==> src/rtl/uc_stall.sv <==
// uc_stall: Mealy control unit for the cd datapath. Decode has zero latency. A slow IN read holds the PC (pc_en=0) until rd_ack.
// HALT waits for resume. Optional UC_TIMEOUT_EN aborts a WAIT after WAIT_MAX cycles and sets a sticky err.
module uc_stall #(
  parameter int WAIT_MAX = 255,
  parameter int CNT_W    = 16
) (
  input  logic             clk,
  input  logic             reset,
  input  logic [5:0]       opcode,
  input  logic             z,
  input  logic             rd_ack,
  input  logic             resume,
  output logic             s_inc,
  output logic             s_mux_alu,
  output logic             s_mux_datos,
  output logic             we3,
  output logic             wez,
  output logic [2:0]       op_alu,
  output logic             pc_en,
  output logic             rd_req,
  output logic             halted,
  output logic             err,
  output logic [CNT_W-1:0] retired
);

  localparam logic [5:0] OP_IN   = 6'b010000;
  localparam logic [5:0] OP_J    = 6'b100000;
  localparam logic [5:0] OP_JZ   = 6'b100001;
  localparam logic [5:0] OP_JNZ  = 6'b100010;
  localparam logic [5:0] OP_HALT = 6'b111111;

  typedef enum logic [1:0] {ST_RUN = 2'd0, ST_WAIT = 2'd1, ST_HALT = 2'd2} state_t;

  state_t           state_q, state_d;
  logic [CNT_W-1:0] retired_q, retired_d;

`ifdef UC_TIMEOUT_EN
  localparam int            TW       = (WAIT_MAX < 2) ? 1 : $clog2(WAIT_MAX + 1);
  localparam logic [TW-1:0] TMO_ONE  = TW'(1);
  // The counter holds completed no-ack WAIT cycles, so expiry is the cycle that would bring it to WAIT_MAX.
  localparam logic [TW-1:0] TMO_LAST = TW'(WAIT_MAX - 1);
  logic [TW-1:0] tmo_q, tmo_d;
  logic          err_q, err_d;
`else
  logic unused_wait_max;
  assign unused_wait_max = (WAIT_MAX > 0);
`endif

  always_comb begin
    state_d     = state_q;
    s_inc       = 1'b1;
    s_mux_alu   = 1'b0;
    s_mux_datos = 1'b0;
    we3         = 1'b0;
    wez         = 1'b0;
    op_alu      = 3'b000;
    pc_en       = 1'b1;
    rd_req      = 1'b0;
`ifdef UC_TIMEOUT_EN
    err_d       = err_q;
    tmo_d       = '0;
`endif
    case (state_q)
      ST_RUN: begin
        casez (opcode)
          6'b000???: begin
            op_alu = opcode[2:0];
            we3    = 1'b1;
            wez    = 1'b1;
          end
          6'b001???: begin
            op_alu    = opcode[2:0];
            s_mux_alu = 1'b1;
            we3       = 1'b1;
            wez       = 1'b1;
          end
          OP_IN: begin
            rd_req = 1'b1;
            pc_en  = 1'b0;
            if (rd_ack) begin
              s_mux_datos = 1'b1;
              we3         = 1'b1;
              pc_en       = 1'b1;
            end else begin
              state_d = ST_WAIT;
            end
          end
          OP_J:    s_inc = 1'b0;
          OP_JZ:   s_inc = ~z;
          OP_JNZ:  s_inc = z;
          OP_HALT: begin
            pc_en   = 1'b0;
            state_d = ST_HALT;
          end
          default: ;
        endcase
      end
      ST_WAIT: begin
        rd_req = 1'b1;
        pc_en  = 1'b0;
        if (rd_ack) begin
          s_mux_datos = 1'b1;
          we3         = 1'b1;
          pc_en       = 1'b1;
          state_d     = ST_RUN;
        end
`ifdef UC_TIMEOUT_EN
        else if (tmo_q == TMO_LAST) begin
          pc_en   = 1'b1;
          err_d   = 1'b1;
          state_d = ST_RUN;
        end else begin
          tmo_d = tmo_q + TMO_ONE;
        end
`endif
      end
      ST_HALT: begin
        pc_en = 1'b0;
        if (resume) begin
          pc_en   = 1'b1;
          state_d = ST_RUN;
        end
      end
      default: state_d = ST_RUN;
    endcase

    // Reset overrides decode so a read in flight is dropped without write-back.
    if (reset) begin
      state_d     = ST_RUN;
      s_inc       = 1'b1;
      s_mux_alu   = 1'b0;
      s_mux_datos = 1'b0;
      we3         = 1'b0;
      wez         = 1'b0;
      op_alu      = 3'b000;
      pc_en       = 1'b0;
      rd_req      = 1'b0;
    end

    retired_d = retired_q + CNT_W'(pc_en);
  end

  always_ff @(posedge clk) begin
    if (reset) begin
      state_q   <= ST_RUN;
      retired_q <= '0;
    end else begin
      state_q   <= state_d;
      retired_q <= retired_d;
    end
  end

`ifdef UC_TIMEOUT_EN
  always_ff @(posedge clk) begin
    if (reset) begin
      tmo_q <= '0;
      err_q <= 1'b0;
    end else begin
      tmo_q <= tmo_d;
      err_q <= err_d;
    end
  end
  assign err = err_q;
`else
  assign err = 1'b0;
`endif

  assign halted  = (state_q == ST_HALT);
  assign retired = retired_q;

endmodule

==> config.mk <==
export PLATFORM = sky130hd
export DESIGN_NAME = uc_stall
export DESIGN_NICKNAME = d
export VERILOG_FILES = /design/src/rtl/uc_stall.sv
export SDC_FILE = /design/constraint.sdc
export NUM_CORES = 1
export LEC_CHECK = 0
export CAP_MARGIN = 20
export CORE_UTILIZATION = 46
export DETAILED_ROUTE_END_ITERATION = 8
export GPL_ROUTABILITY_DRIVEN = 0
export PLACE_DENSITY = 0.84
export SLEW_MARGIN = 20
export SYNTH_ARGS = -nofsm -noshare
export SYNTH_HDL_FRONTEND = slang
export SYNTH_SLANG_ARGS = --single-unit
==> constraint.sdc <==
create_clock -name clk -period 3 [get_ports clk]
set_input_delay 0.3 -clock clk [delete_from_list [all_inputs] [get_ports clk]]
set_output_delay 0.3 -clock clk [all_outputs]
set_load 0.03 [all_outputs]
## Word-level counts from Yosys, hierarchy flattened

Cells that the tools add are included.

| storage, ports and cells | value |
|---|---|
| memories | 0 |
| input port bits | 11 |
| RAM bits | 0 |
| ROM bits | 0 |
| output and inout port bits | 28 |
| bits in latches | 0 |
| word-level logic and storage cells | 51 |
| register bits after elaboration | 18 |

| operators by class | value |
|---|---|
| divide/modulo/power cells | 0 |
| multipliers | 0 |
| bitwise logic cells | 1 |
| reductions and logical operators | 4 |
| shift operators | 0 |
| $add $sub $neg | 1 |
| $lt $le $gt $ge | 0 |
| mux-type cells | 31 |
| eq/ne operators | 12 |

Operators by type and width:

| kind | number |
|---|---|
| $eq A6 B6 Y1 const B | 4 |
| $add A16 B1 Y16 | 1 |
| $mux W1 | 16 |
| $pmux W1 S2 | 5 |
| $mux W3 | 3 |
| $eq A6 B5 Y1 const B | 1 |
| $mux W2 | 3 |
| $pmux W1 S3 | 2 |
| $pmux W2 S3 | 1 |
| $ne A2 B2 Y1 const B | 2 |
| $pmux W2 S2 | 1 |
| $reduce_and A4 Y1 | 1 |
| $eq A3 B1 Y1 const B | 1 |
| $logic_not A3 Y1 | 1 |
| $ne A3 B1 Y1 const B | 1 |
| $ne A3 B3 Y1 const B | 1 |
| $eq A2 B1 Y1 const B | 1 |
| $eq A2 B2 Y1 const B | 1 |
| $logic_not A2 Y1 | 1 |
| $reduce_or A2 Y1 | 1 |
| $not A1 Y1 | 1 |

## Logic depth before layout (Yosys ltp)

| depth | value |
|---|---|
| word-level depth | 5 |
| depth in mapped cells | 9 |
| depth with buffers taken out | 9 |

## Least setup slack after synthesis

OpenSTA, ideal clock, no wires.

| timing | value |
|---|---|
| path type | input to register |
| start | input port opcode[4] |
| end | register retired_q[15] (netlist: retired[15]) |
| setup time | 0.116 ns |
| cell stages on the path | 9 |
| path buffers | 0 |
| arrival | 2.697 ns |
| slack | 0.187 ns |
| data required time | 2.884 ns |
| path through | nor4b_1 a21oi_1 nor3_1 nor3_1 ha_1 nand3_4 nor4_4 a21oi_1 a31o_1 |

| between the ends | value |
|---|---|
| longest elaborated chain between the ends | 5 |
| elaborated cells between the ends (all ways) | 6 |
| those cells by class | add/sub (1); eq/ne (2); mux (3) |

RTL lines:

| what | RTL line | text |
|---|---|---|
| from (decl) | 9 | `input logic [5:0] opcode,` |
| $eq A6 B6 Y1 or $eq A6 B5 Y1 (tied branches) | 65 | `casez (opcode)` |
| $pmux W1 S2 * | 65 |  |
| $pmux W1 S3 * | 63 | `case (state_q)` |
| $mux W1 * | 128 | `if (reset) begin` |
| via pc_en | 19 | `output logic pc_en,` |
| $add A16 B1 Y16 * | 140 | `retired_d = retired_q + CNT_W'(pc_en);` |
| to (signal assigned) | 149 | `retired_q <= retired_d;` |
| to (decl) | 35 | `logic [CNT_W-1:0] retired_q, retired_d;` |

The timed path passes the listed nets; every way through them passes the cells marked *.
A chain may end at the register's enable or synchronous reset.

## Worst setup path in the final report

| timing | value |
|---|---|
| start | input port opcode[4] |
| end | output port pc_en |

| between the ends | value |
|---|---|
| longest elaborated chain between the ends | 4 |
| elaborated cells between the ends (all ways) | 5 |
| those cells by class | eq/ne (2); mux (3) |

RTL lines:

| what | RTL line |
|---|---|
| $eq A6 B6 Y1 or $eq A6 B5 Y1 (tied branches) | 65 |
| $pmux W1 S2 * | 65 |
| $pmux W1 S3 * | 63 |
| $mux W1 * | 128 |
| to (decl) | 19 |

Mark *: on every way between the ends. The rest lies on a longest branch, timed or not.

==> flow_summary.yaml <==
logic_synthesis:
  synth_cell_type_count: 31
  synth-warning-count: 0
  yosys.cell_count.top_type: "dfxtp_1"
  synth_top_area_share_pct: 36.4
  mappedNetlistArea_um2: 991
  post_synth_inst_count: 111
  synth_edf_count: 0
  syn_avg_cell_area_um2: 8.93
  synth.largest_area_cell: "dfxtp_1"
  yosys-top-cells-count: "dfxtp_1 (18), nor2_1 (14), xnor2_1 (9)"
  synth-seq-cells: 18
  asyncSetResetFlopFracSynth_pct: 0
  synth.net_count: 124
  synth_area_leaders: "dfxtp_1 (36%), xnor2_1 (8.0%), nor2_1 (5.3%)"
  yosysSeqAreaShare_pct: 36.4
  postSynth.topFlopCell: "dfxtp_1"
global_route:
  grt_start_max_net_pins: 24
  initial_antenna_violation_count: 0
  vias_in_the_first_global_route: 826
  grt_util_overall_pct: 20.3
  remaining_global_route_overflow: 0
  wire_length_of_the_first_global_routing_pass_um: 3730
worst_setup_path:
  critical_path.top_delay_family: "buffers and inverters"
  timing.critical_path.arrival_ns: 2.40
  critPathMaxStageDelay_ns: 0.66
  timing.critical_path.buf_inv: 3
  required_ns: 2.70
  crit_path_top_delay_cell: "clkdlybuf4s50_1"
  critical_path_cell_list: "clkdlybuf4s50_1 -> nor4b_1 -> a21oi_1 -> nor3_1 -> nor3_1 -> buf_4 -> clkdlybuf4s50_1"
  type_of_the_worst_setup_path: "in2out"
  critPathMaxFanout: 5
  startpoint_kind_of_the_worst_setup_timing_path: "input pin"
  worstSetupEndpointType: "output port"
clock_network:
  cts_inserted_buffers: 3
  insertion_delay_ns: 0.29
  cts_setup_buffers: 0
  tritoncts_clock_tree: "done"
  ctsRootBufferMaster: "clkbuf_4"
  cts-hold-fix-buffers: 0
  clock_tree.htree_level_count: 1
  numClockSinks: 18
  cts-resized-gates: 0
  clk_transition_reported_paths_ns: 0.09
  clock_tree.buffer_depth: 2
power:
  cellPowerDensity_mw_per_mm2: 314
  max-vdd-ir-drop_v: 0.000345
  leakage_power_total_nw: 0.455
drt:
  drt-pass1-iter-count: 4
  met2RoutedLength_um: 1090
  wl_met1_um: 1050
  met3_wire_len_um: 83
  detail_route.wl_per_cell_um: 12.7
  postRouteAntennaNets: 0
  detail_route.drc_violations: 0
  drt_total_wl_um: 2240
  drt-initial-drc-count: 19
  num_vias: 904
  route.detailed.vias_per_inst: 5.14
  route.top_layer_used: "met4"
layout:
  final_area_mm2: 0.00140
  multi_input_comb_area_um2: 582
  finalNetCount: 164
  n_fill_cell: 158
  layout.core_utilization_pct: 70.1
  final-seq-area_um2: 360
  final_layout_size_suffix_gt1_share_pct: 10.7
  syn_to_layout_area_delta_pct: 41.5
  insertedDiodeCount: 0
die:
  ios: 39
  start_util_pct: 49.5
  floorplan.die.width_um: 48.4
  dieHeight_um: 48.4
  core_area_mm2: 0.00200
  die_ar_mm2: 0.00234
  rows: 16
timing:
  max_clock_freq_ghz: 0.371
  setup_viol: 0
  setup_total_negative_slack_ns: 0
  rsz_0062_raised_after_global_routing: "no"
  hold_viol_final: 0
  min_period_over_period_pct: 89.9
  final-max-slew-violation-count: 0
  fin_worst_skew_ns: 0.00624
  finalCriticalPeriod_ns: 2.70
placement:
  post_dp_cell_area_mm2: 0.00138
  dp_hpwl_um: 1690
  io_buffers: 37
worst_hold_path:
  hp-class: "reg2reg"
run:
  max_cap_viol_count: 0
run_status:
  run_status: "complete, no violations"
flip-flops by register name, summed over array words and instances, names as in the netlist:
name / count
retired: 16
state_q: 2
cell families after synthesis:
kind of cell | Yosys count | share of synthesized area, %
adder cells (fa/ha/maj) | 2 | 2.52
buffers and inverters | 8 | 4.92
AO/OA/AOI/OAI | 10 | 6.69
XOR/XNOR | 12 | 10.6
AND/OR/NAND/NOR | 60 | 38.5
flip-flops | 18 | 36.4
other | 1 | 0.378
per-stage QoR:
stage          std cells  worst slack [ns]  hold WS (ns)  power [W]
2_1_floorplan        111             0.187         0.372   0.000289
3_3_place_gp         173             0.307         0.523   0.000324
3_5_place_dp         173             0.222         0.534   0.000326
4_1_cts              176             0.297         0.559   0.000442
5_1_grt              176             0.202         0.577   0.000458
6_report             176             0.302         0.554   0.000440
per-layer routing:
layer  track usage, %  vias up
li1                 -      464
met1             25.2      420
met2             34.3       18
met3             6.92        2
met4             3.92        0
met5                0        -
report_power, final:
part           switching (W)  internal [W]
registers         0.00000502      0.000242
logic              0.0000383     0.0000354
clock network      0.0000723     0.0000468
tightest hold or removal path, cell delays in order (launching register included):
cell,delay [ns]
dfxtp_1,0.37
xnor2_1,0.08
nor2_1,0.07
cell type report:
class	count	area share (%)
inverter	3	0.803
clock buffer	3	1.61
tap	27	2.41
sequential	18	25.7
timing repair buffer	40	28.0
multi-input combinational	85	41.5
cell usage in the layout, fill, tap and decap left out, types with 2 or more instances in the layout:
master | synthesis | routed
nor4_2 | 4 | 4
inv_1 | 3 | 3
clkdlybuf4s50_1 | 0 | 37
nand2b_1 | 2 | 2
or3_1 | 3 | 3
nand3_1 | 4 | 4
xor2_1 | 3 | 3
dfxtp_1 | 18 | 18
nor2b_1 | 4 | 4
nor3_1 | 7 | 7
nor4_1 | 2 | 2
nand2_1 | 5 | 5
a21oi_1 | 5 | 5
nor2_1 | 14 | 14
buf_4 | 1 | 3
clkbuf_4 | 0 | 3
ha_1 | 2 | 2
nand4_1 | 5 | 5
and2_1 | 4 | 4
o21ai_0 | 2 | 2
xnor2_1 | 9 | 9
path summary, 6_finish.rpt:
| path | to | slack [ns] | startpoint | depth (start not counted) |
|---|---|---|---|---|
| setup reg to reg | retired[15] | 0.78 | state_q[1] | 8 |
| hold / removal | retired[12] | 0.55 | retired[12] | 2 |
| setup / recovery | pc_en | 0.30 | opcode[4] | 7 |
| hold reg to reg | retired[12] | 0.55 | retired[12] | 2 |
No activity file was read; power rests on OpenSTA's default activity.
